## src/rtl/input_cond_pkg.sv

```systemverilog
// input_cond_pkg: shared types and constants for the move input conditioner
package input_cond_pkg;
  localparam int N_SEL_LINES = 4;
  localparam int DEFAULT_DEBOUNCE_CYCLES = 1000000;
  localparam int MOVE_COUNT_W = 8;
  typedef enum logic [0:0] {IDLE, WAIT_RELEASE} fire_state_e;
  function automatic logic [2:0] popcount4(input logic [N_SEL_LINES-1:0] v);
    popcount4 = 3'(v[0]) + 3'(v[1]) + 3'(v[2]) + 3'(v[3]);
  endfunction
endpackage

```

## src/rtl/debounce_cell.sv

```systemverilog
// debounce_cell: input synchronizer plus consecutive-difference debounce counter
module debounce_cell #(
  parameter int DEBOUNCE_CYCLES = 1000000,
  parameter int SYNC_STAGES = 2
) (
  input  logic clk,
  input  logic reset,
  input  logic raw_i,
  output logic stable_o
);
  localparam int CW = $clog2(DEBOUNCE_CYCLES);
  logic [SYNC_STAGES-1:0] sync_q;
  logic [CW-1:0] cnt_q, cnt_d;
  logic stable_q, stable_d, diff, flip;
  always_comb begin
    diff = sync_q[SYNC_STAGES-1] ^ stable_q;
    flip = diff && (cnt_q == CW'(DEBOUNCE_CYCLES - 1));
    cnt_d = (diff && !flip) ? cnt_q + 1'b1 : '0;
    stable_d = stable_q ^ flip;
  end
  always_ff @(posedge clk or posedge reset)
    if (reset) begin
      sync_q <= '0;
      cnt_q <= '0;
      stable_q <= 1'b0;
    end else begin
      sync_q <= {sync_q[SYNC_STAGES-2:0], raw_i};
      cnt_q <= cnt_d;
      stable_q <= stable_d;
    end
  assign stable_o = stable_q;
endmodule

```

## src/rtl/move_input_conditioner.sv

```systemverilog
// move_input_conditioner: debounced fire/switch front end with qualified fire strobe; MOVE_COUNT_EN adds move_count
module move_input_conditioner
  import input_cond_pkg::*;
#(
  parameter int DEBOUNCE_CYCLES = DEFAULT_DEBOUNCE_CYCLES,
  parameter int SYNC_STAGES = 2
) (
  input  logic                   clk,
  input  logic                   reset,
  input  logic                   fire_btn_raw,
  input  logic [N_SEL_LINES-1:0] sw_raw,
  input  logic                   nrow_raw,
  output logic                   fire_pulse,
  output logic [N_SEL_LINES-1:0] row_sel,
  output logic [N_SEL_LINES-1:0] col_sel,
  output logic                   error,
  output logic                   reject_pulse
`ifdef MOVE_COUNT_EN
  ,
  output logic [MOVE_COUNT_W-1:0] move_count
`endif
);
  logic [N_SEL_LINES+1:0] raw, deb;
  logic [N_SEL_LINES-1:0] sw_s, row_sel_d, col_sel_d, row_sel_q, col_sel_q;
  logic [2:0] pop;
  logic fire_s, nrow_s, valid, rise;
  logic fire_pulse_d, fire_pulse_q, reject_pulse_d, reject_pulse_q, error_d, error_q;
  fire_state_e state_d, state_q;
  assign raw = {nrow_raw, fire_btn_raw, sw_raw};
  for (genvar g = 0; g < N_SEL_LINES + 2; g++) begin : g_deb
    debounce_cell #(
      .DEBOUNCE_CYCLES(DEBOUNCE_CYCLES),
      .SYNC_STAGES(SYNC_STAGES)
    ) u_deb (
      .clk(clk),
      .reset(reset),
      .raw_i(raw[g]),
      .stable_o(deb[g])
    );
  end
  // Selection and fire decision share one register stage so they stay aligned
  always_comb begin
    sw_s = deb[N_SEL_LINES-1:0];
    fire_s = deb[N_SEL_LINES];
    nrow_s = deb[N_SEL_LINES+1];
    pop = popcount4(sw_s);
    valid = pop == 3'd1;
    error_d = pop >= 3'd2;
    row_sel_d = (valid && !nrow_s) ? sw_s : '0;
    col_sel_d = (valid && nrow_s) ? sw_s : '0;
    rise = (state_q == IDLE) && fire_s;
    fire_pulse_d = rise && valid;
    reject_pulse_d = rise && !valid;
    state_d = fire_s ? WAIT_RELEASE : IDLE;
  end
  always_ff @(posedge clk or posedge reset)
    if (reset) begin
      state_q <= IDLE;
      fire_pulse_q <= 1'b0;
      reject_pulse_q <= 1'b0;
      error_q <= 1'b0;
      row_sel_q <= '0;
      col_sel_q <= '0;
    end else begin
      state_q <= state_d;
      fire_pulse_q <= fire_pulse_d;
      reject_pulse_q <= reject_pulse_d;
      error_q <= error_d;
      row_sel_q <= row_sel_d;
      col_sel_q <= col_sel_d;
    end
  assign fire_pulse = fire_pulse_q;
  assign reject_pulse = reject_pulse_q;
  assign error = error_q;
  assign row_sel = row_sel_q;
  assign col_sel = col_sel_q;
`ifdef MOVE_COUNT_EN
  logic [MOVE_COUNT_W-1:0] move_count_d, move_count_q;
  always_comb
    move_count_d = (fire_pulse_d && move_count_q != '1) ? move_count_q + 1'b1 : move_count_q;
  always_ff @(posedge clk or posedge reset)
    if (reset) move_count_q <= '0;
    else move_count_q <= move_count_d;
  assign move_count = move_count_q;
`endif
endmodule

```

## config.mk

```make
export PLATFORM = sky130hd
export DESIGN_NAME = move_input_conditioner
export DESIGN_NICKNAME = d
export VERILOG_FILES = /design/src/rtl/input_cond_pkg.sv /design/src/rtl/debounce_cell.sv /design/src/rtl/move_input_conditioner.sv
export SDC_FILE = /design/constraint.sdc
export NUM_CORES = 1
export LEC_CHECK = 0
export BUFFER_PORTS_ARGS = -buffer_cell sky130_fd_sc_hd__buf_2
export CAP_MARGIN = 20
export CORE_ASPECT_RATIO = 1.25
export CORE_MARGIN = 5
export CORE_UTILIZATION = 23
export CTS_BUF_LIST = sky130_fd_sc_hd__clkbuf_16
export DETAILED_ROUTE_END_ITERATION = 6
export GPL_ROUTABILITY_DRIVEN = 0
export PLACE_DENSITY = 0.37
export SYNTH_ARGS = -nofsm -noshare
export SYNTH_HDL_FRONTEND = slang
export SYNTH_HIERARCHICAL = 1
export SYNTH_SLANG_ARGS = --single-unit
```

## constraint.sdc

```tcl
create_clock -name clk -period 2.9 [get_ports clk]
set_clock_uncertainty 0.1 [all_clocks]
set_input_delay 0.58 -clock clk [delete_from_list [all_inputs] [get_ports clk]]
set_output_delay 0.58 -clock clk [all_outputs]
set_load 0.005 [all_outputs]
```

==> results of run 1 <==
==> per-stage QoR <==
stage                     std cells  worst slack [ns]  instance area, um2  utilization, %
after CTS                      1130             0.620                8510            26.9
after global placement         1099             0.620                7900            24.9
final                          1130             0.648                8510            26.9
after floorplan                 675             0.800                7370               -
after global routing           1130             0.429                8510            26.9
after detailed placement       1099             0.623                7900            24.9
==> worst reg2reg max path, cell delays in order, from the launching register on <==
cell     delay, ns
dfrtp_1       0.40
inv_1         0.08
fa_1          0.53
inv_1         0.04
ha_1          0.18
inv_1         0.05
ha_1          0.27
nor4b_2       0.36
and2_1        0.17
==> state kept, by name, indices dropped and copies added (netlist names), named ones only <==
signal	count
fire_pulse	1
reject_pulse	1
col_sel	4
error	1
g_deb.u_deb/cnt_q	120
state_q	1
g_deb.u_deb/sync_q	12
row_sel	4
==> metal layers <==
layer | global-route usage, % | vias to the layer above | part of all wire (%)
li1 | - | 2442 | -
met5 | 0 | - | 0
met4 | 2.48 | 0 | 0.91
met3 | 2.68 | 6 | 3.3
met2 | 14.4 | 33 | 48
met1 | 11.9 | 2466 | 48
==> Yosys cell counts <==
cell type / instances / area, um2
a21oi_1: 42 / 210
and2_1: 21 / 131
and2_2: 3 / 22.5
and3_1: 13 / 81.3
and3b_1: 2 / 17.5
and4_1: 6 / 52.6
and4_4: 6 / 67.6
and4bb_2: 1 / 12.5
buf_2: 6 / 30.0
buf_6: 12 / 135
dfrtp_1: 150 / 3750
fa_1: 1 / 20.0
ha_1: 9 / 113
inv_1: 32 / 120
mux2_2: 6 / 67.6
nand2_1: 24 / 90.1
nand2_2: 6 / 37.5
nand2b_1: 1 / 6.26
nand3_1: 30 / 150
nand4_1: 30 / 188
nand4_4: 12 / 255
nor2_1: 79 / 297
nor3_1: 6 / 30.0
nor3b_2: 1 / 12.5
nor4_2: 6 / 75.1
nor4b_2: 1 / 15.0
o21ai_0: 24 / 120
o31ai_1: 19 / 143
o31ai_4: 6 / 128
or3_1: 18 / 113
or3_2: 6 / 45.0
or3_4: 6 / 67.6
or4_1: 18 / 135
xnor2_1: 12 / 105
xor2_1: 60 / 526
==> report_power, final <==
group / internal (mW) / switching (mW) / total, mW
registers: 2.12 / 0.0223 / 2.14
clock network: 1.43 / 0.888 / 2.32
logic: 0.0391 / 0.0936 / 0.133
total: 3.59 / 1.00 / 4.59
==> worst paths after layout <==
path                                          start                  endpoint  slack (ns)  depth (start not counted)
setup / recovery                               flop                row_sel[1]        0.65                          8
hold reg to reg            g_deb[4].u_deb/sync_q[0]  g_deb[4].u_deb/sync_q[1]        0.25                          0
setup reg to reg                               flop                row_sel[1]        0.65                          8
hold / removal                            sw_raw[1]  g_deb[1].u_deb/sync_q[0]        0.17                          1
min in group asynchronous                     reset                row_sel[0]        0.18                          2
max in group asynchronous                     reset                row_sel[2]        2.20                          2
==> cell type report <==
type / count / area, um2 / share of cell area (%)
Sequential cell: 150 / 3750 / 44.1
Multi-Input combinational cell: 475 / 3330 / 39.2
Tap cell: 412 / 515 / 6.06
Clock buffer: 17 / 425 / 5.00
Clock inverter: 14 / 185 / 2.18
Timing Repair Buffer: 30 / 180 / 2.12
Inverter: 32 / 120 / 1.41
==> logic make-up after synthesis <==
family	count (synthesis)	synth area share, %
fa+ha+maj	10	1.80
flops	150	50.9
buf+inv	50	3.87
mux	6	0.916
simple gates	296	25.8
xor+xnor	72	8.55
compound gates	91	8.15
==> results.json, run 1 <==
{
  "netlist_instances": 675,
  "period_share_pct": 77.7,
  "critPathBufInv": 3,
  "pwr_density_cell_mw_per_mm2": 540,
  "hold_path.class": "in2reg",
  "holdBufCountCts": 0,
  "drv_slew": 0,
  "antennaDiodeCount": 0,
  "antenna_left": 0,
  "hold_viol_final": 0,
  "avgRoutedWirePerCell_um": 13.5,
  "cts_tree": "done",
  "num_rows": 73,
  "syn_nets": 693,
  "clk_latency_ns": 0.41,
  "required_ns": 3.15,
  "drtIter0Drc": 260,
  "setup_tns_ns": 0,
  "maxSlewHeadroom_pct": 68.4,
  "grt.overflow.total": 0,
  "fin_hold_ws_ns": 0.167,
  "grt_max_degree": 24,
  "leakagePower_nw": 3.72,
  "crit_arrival_ns": 2.50,
  "max_stage_delay_ns": 0.53,
  "syn_area_per_cell_um2": 10.9,
  "post_cts_resized": 0,
  "routed-via-count": 4947,
  "path_common_cell": "inv_1",
  "period_minus_slack_ns": 2.25,
  "worstSetupEndpointType": "flop",
  "crit_family": "adder cells",
  "total_power_mw": 4.59,
  "synth_area_mm2": 0.00737,
  "post-cts-setup-buffer-count": 0,
  "critPathLaunchType": "flop",
  "die_w_um": 170,
  "cts-htree-levels": 4,
  "root_buffer": "clkbuf_16",
  "final_common_cell": "dfrtp_1",
  "drc_errors": 0,
  "timing.fmax_ghz": 0.444,
  "status": "complete, no violations",
  "ctsLongestPathBuffers": 2,
  "fin_nets": 724,
  "synth_seq_cells": 150,
  "crit_type": "reg2reg",
  "wl_mm": 15.2,
  "grt_pass1_wl_mm": 26.3,
  "cp_slowest_cell": "fa_1",
  "cts_buffers": 17,
  "nFillCells": 3355,
  "coreArea_mm2": 0.0317,
  "layout-drive-gt1-share_pct": 16.6,
  "hpwlAfterDp_mm": 10.4,
  "rsz0062_at_grt": "no",
  "syn_to_final_growth_pct": 15.5,
  "path_cells": "inv_1, fa_1, inv_1, ha_1, inv_1, ha_1, nor4b_2, and2_1",
  "cts_num_sinks": 150,
  "first_pass_iters": 4,
  "synth.distinct_cells": 35,
  "ios": 19,
  "viasPerCell": 4.38,
  "synth_warnings": 6,
  "ys_seq_area_share_pct": 50.9,
  "cap_viol_max_count": 0,
  "numPortBuffers": 18,
  "grtUsageTotal_pct": 9.02,
  "cts.clk_slew.worst_paths_ns": 0.07,
  "first_global_vias": 5082,
  "die_h_um": 210,
  "ir_drop_mv": 0.267,
  "cp_max_fo": 5,
  "start_util_pct": 23.3,
  "layout_common_cells": "dfrtp_1, nor2_1, xor2_1",
  "die-area_mm2": 0.0358,
  "worst_slew_pin_slew_ns": 0.474,
  "setup_viol": 0,
  "antenna_found_initial": 0
}
(Power assumes the default switching activity.)
==> run 2, diff against run 1 <==
--- a/config.mk
+++ b/config.mk
@@ -13,7 +13,7 @@
 export CTS_BUF_LIST = sky130_fd_sc_hd__clkbuf_16
 export DETAILED_ROUTE_END_ITERATION = 6
 export GPL_ROUTABILITY_DRIVEN = 0
-export PLACE_DENSITY = 0.37
+export PLACE_DENSITY = 0.38
 export SYNTH_ARGS = -nofsm -noshare
 export SYNTH_HDL_FRONTEND = slang
 export SYNTH_HIERARCHICAL = 1
==> constraint.sdc (replaced) <==
create_clock -name clk -period 2 [get_ports clk]
set_clock_uncertainty 0.1 [all_clocks]
set_input_delay 0.4 -clock clk [delete_from_list [all_inputs] [get_ports clk]]
set_output_delay 0.4 -clock clk [all_outputs]
set_load 0.005 [all_outputs]
==> run 2 against run 1 <==
  * The run now ends with setup timing left
  * Die area unchanged
  * Utilization rose by 0.91 points
  * Sequential power increased by 45%
  * Via count up 1.1%
  * First-iteration DRC count decreased by 21%
  * Combinational power rose by 66%
  * Sequential cell count unchanged
  * Final cell count increased by 2.5%
  * Clock power grew 31%
  * Setup slack got worse by 0.69 ns
  * Non-clock buffer count rose by 31
  * Sequential share of layout area is 1.4 points lower
  * Largest cell class unchanged
  * Highest routed layer unchanged
==> results.json, run 2 (synthesis results as in run 1) <==
{
  "status": "finished, violations left",
  "violations": "setup timing",
  "critPathBufInv": 3,
  "drv_slew": 0,
  "cts.clk_slew.worst_paths_ns": 0.06,
  "period_minus_slack_ns": 2.04,
  "routed-via-count": 4999,
  "cts_tree": "done",
  "cp_slowest_cell": "fa_1",
  "worst_slew_pin_slew_ns": 0.476,
  "cap_viol_max_count": 0,
  "leakagePower_nw": 3.86,
  "grt_pass1_wl_mm": 26.2,
  "antenna_left": 0,
  "final_common_cell": "dfrtp_1",
  "worstSetupEndpointType": "flop",
  "grt.overflow.total": 0,
  "cp_max_fo": 4,
  "timing.fmax_ghz": 0.490,
  "cts_buffers": 17,
  "crit_arrival_ns": 2.29,
  "nFillCells": 3285,
  "syn_to_final_growth_pct": 19.4,
  "antenna_found_initial": 0,
  "post-place-ws_ns": -0.0685,
  "start_util_pct": 23.3,
  "period_share_pct": 102,
  "grt_max_degree": 24,
  "num_rows": 73,
  "hold_viol_final": 0,
  "maxSlewHeadroom_pct": 68.2,
  "total_power_mw": 6.36,
  "root_buffer": "clkbuf_16",
  "hold_path.class": "in2reg",
  "cts-htree-levels": 4,
  "required_ns": 2.25,
  "crit_family": "adder cells",
  "drc_errors": 0,
  "cts_num_sinks": 150,
  "die-area_mm2": 0.0358,
  "ir_drop_mv": 0.382,
  "fin_nets": 755,
  "critPathLaunchType": "flop",
  "numPortBuffers": 18,
  "grtUsageTotal_pct": 9.02,
  "die_w_um": 170,
  "max_stage_delay_ns": 0.55,
  "wl_mm": 15.4,
  "path_cells": "inv_2, fa_1, inv_2, ha_4, inv_2, ha_4, and4bb_2, and2_4",
  "first_pass_iters": 4,
  "drtIter0Drc": 206,
  "regMostFlops": "g_deb.u_deb/cnt_q",
  "pwr_density_cell_mw_per_mm2": 723,
  "setup_viol": 8,
  "reg_top3": "g_deb.u_deb/cnt_q: 120 flops, g_deb.u_deb/sync_q: 12 flops",
  "path_common_cell": "inv_2",
  "ios": 19,
  "coreArea_mm2": 0.0317,
  "first_global_vias": 5169,
  "rsz0062_at_grt": "yes",
  "avgRoutedWirePerCell_um": 13.3,
  "die_h_um": 210,
  "timing.final.ws_setup_ns": -0.0429,
  "worstHoldStart": "sw_raw[1]",
  "largest_register_ffs": 120,
  "ctsLongestPathBuffers": 2,
  "antennaDiodeCount": 0,
  "hpwlAfterDp_mm": 10.9,
  "crit_type": "reg2reg",
  "layout-drive-gt1-share_pct": 19.8,
  "clk_latency_ns": 0.41,
  "viasPerCell": 4.32,
  "layout_common_cells": "dfrtp_1, nor2_1, xor2_1"
}
run 2: changes by cell type in the layout (fill, tap and decap cells not counted), sizes merged:
cell / change
inv: +2
clkinvlp: -1
buf: +26
dlygate4sd3: +5
clkinv: -2
bufinv: -2
run 2: worst paths after layout:
check	endpoint	slack, ns	cells after the start
min	g_deb[1].u_deb/sync_q[0]	0.03	1
max in group asynchronous	g_deb[1].u_deb/cnt_q[0]	0.79	4
max	col_sel[1]	-0.04	8
max reg2reg	col_sel[1]	-0.04	8
min in group asynchronous	g_deb[5].u_deb/cnt_q[15]	0.56	4
min reg2reg	g_deb[5].u_deb/sync_q[1]	0.25	0
run 2: cell type report:
type / instances / area [um2] / area share (%)
multi-input combinational: 475 / 3390 / 38.6
tap: 412 / 515 / 5.86
timing repair buffer: 61 / 475 / 5.40
clock inverter: 11 / 116 / 1.32
clock buffer: 17 / 425 / 4.83
sequential: 150 / 3750 / 42.6
inverter: 32 / 120 / 1.36
run 2: per-layer routing:
layer / GRT usage [%] / wire length [um]
met5: 0 / 0
met4: 3.00 / 197
met1: 12.0 / 7640
met2: 14.3 / 7220
met3: 2.25 / 323
run 2: where the power goes:
group	switching, mW	total [mW]	leakage, nW	internal, mW
registers	0.0318	3.11	2.05	3.08
logic	0.140	0.221	1.55	0.0807
clock network	1.24	3.03	0.263	1.79
total	1.41	6.36	3.86	4.95
run 2: through the flow:
stage               utilization, %  instance area (um2)  setup TNS, ns  hold WS [ns]  instances
CTS                           27.7                 8780         -0.342        0.0102       1158
global placement              25.8                 8180         -0.140         0.234       1125
detailed placement            25.8                 8180         -0.447         0.235       1125
global route                  27.8                 8800         -0.972       0.00271       1158
floorplan                        -                 7400         -0.136         0.165        675
finish                        27.8                 8800         -0.217        0.0341       1158
run 2: repair_timing:
item | 4_1_cts | 5_1_grt
endpoints found under the setup margin | 10 | 11
hold buffers | 5 | 0
gates resized for setup | 3 | 4
pin swaps | 7 | 3
setup buffers | 0 | 0
hold endpoints to repair | 26 | 0
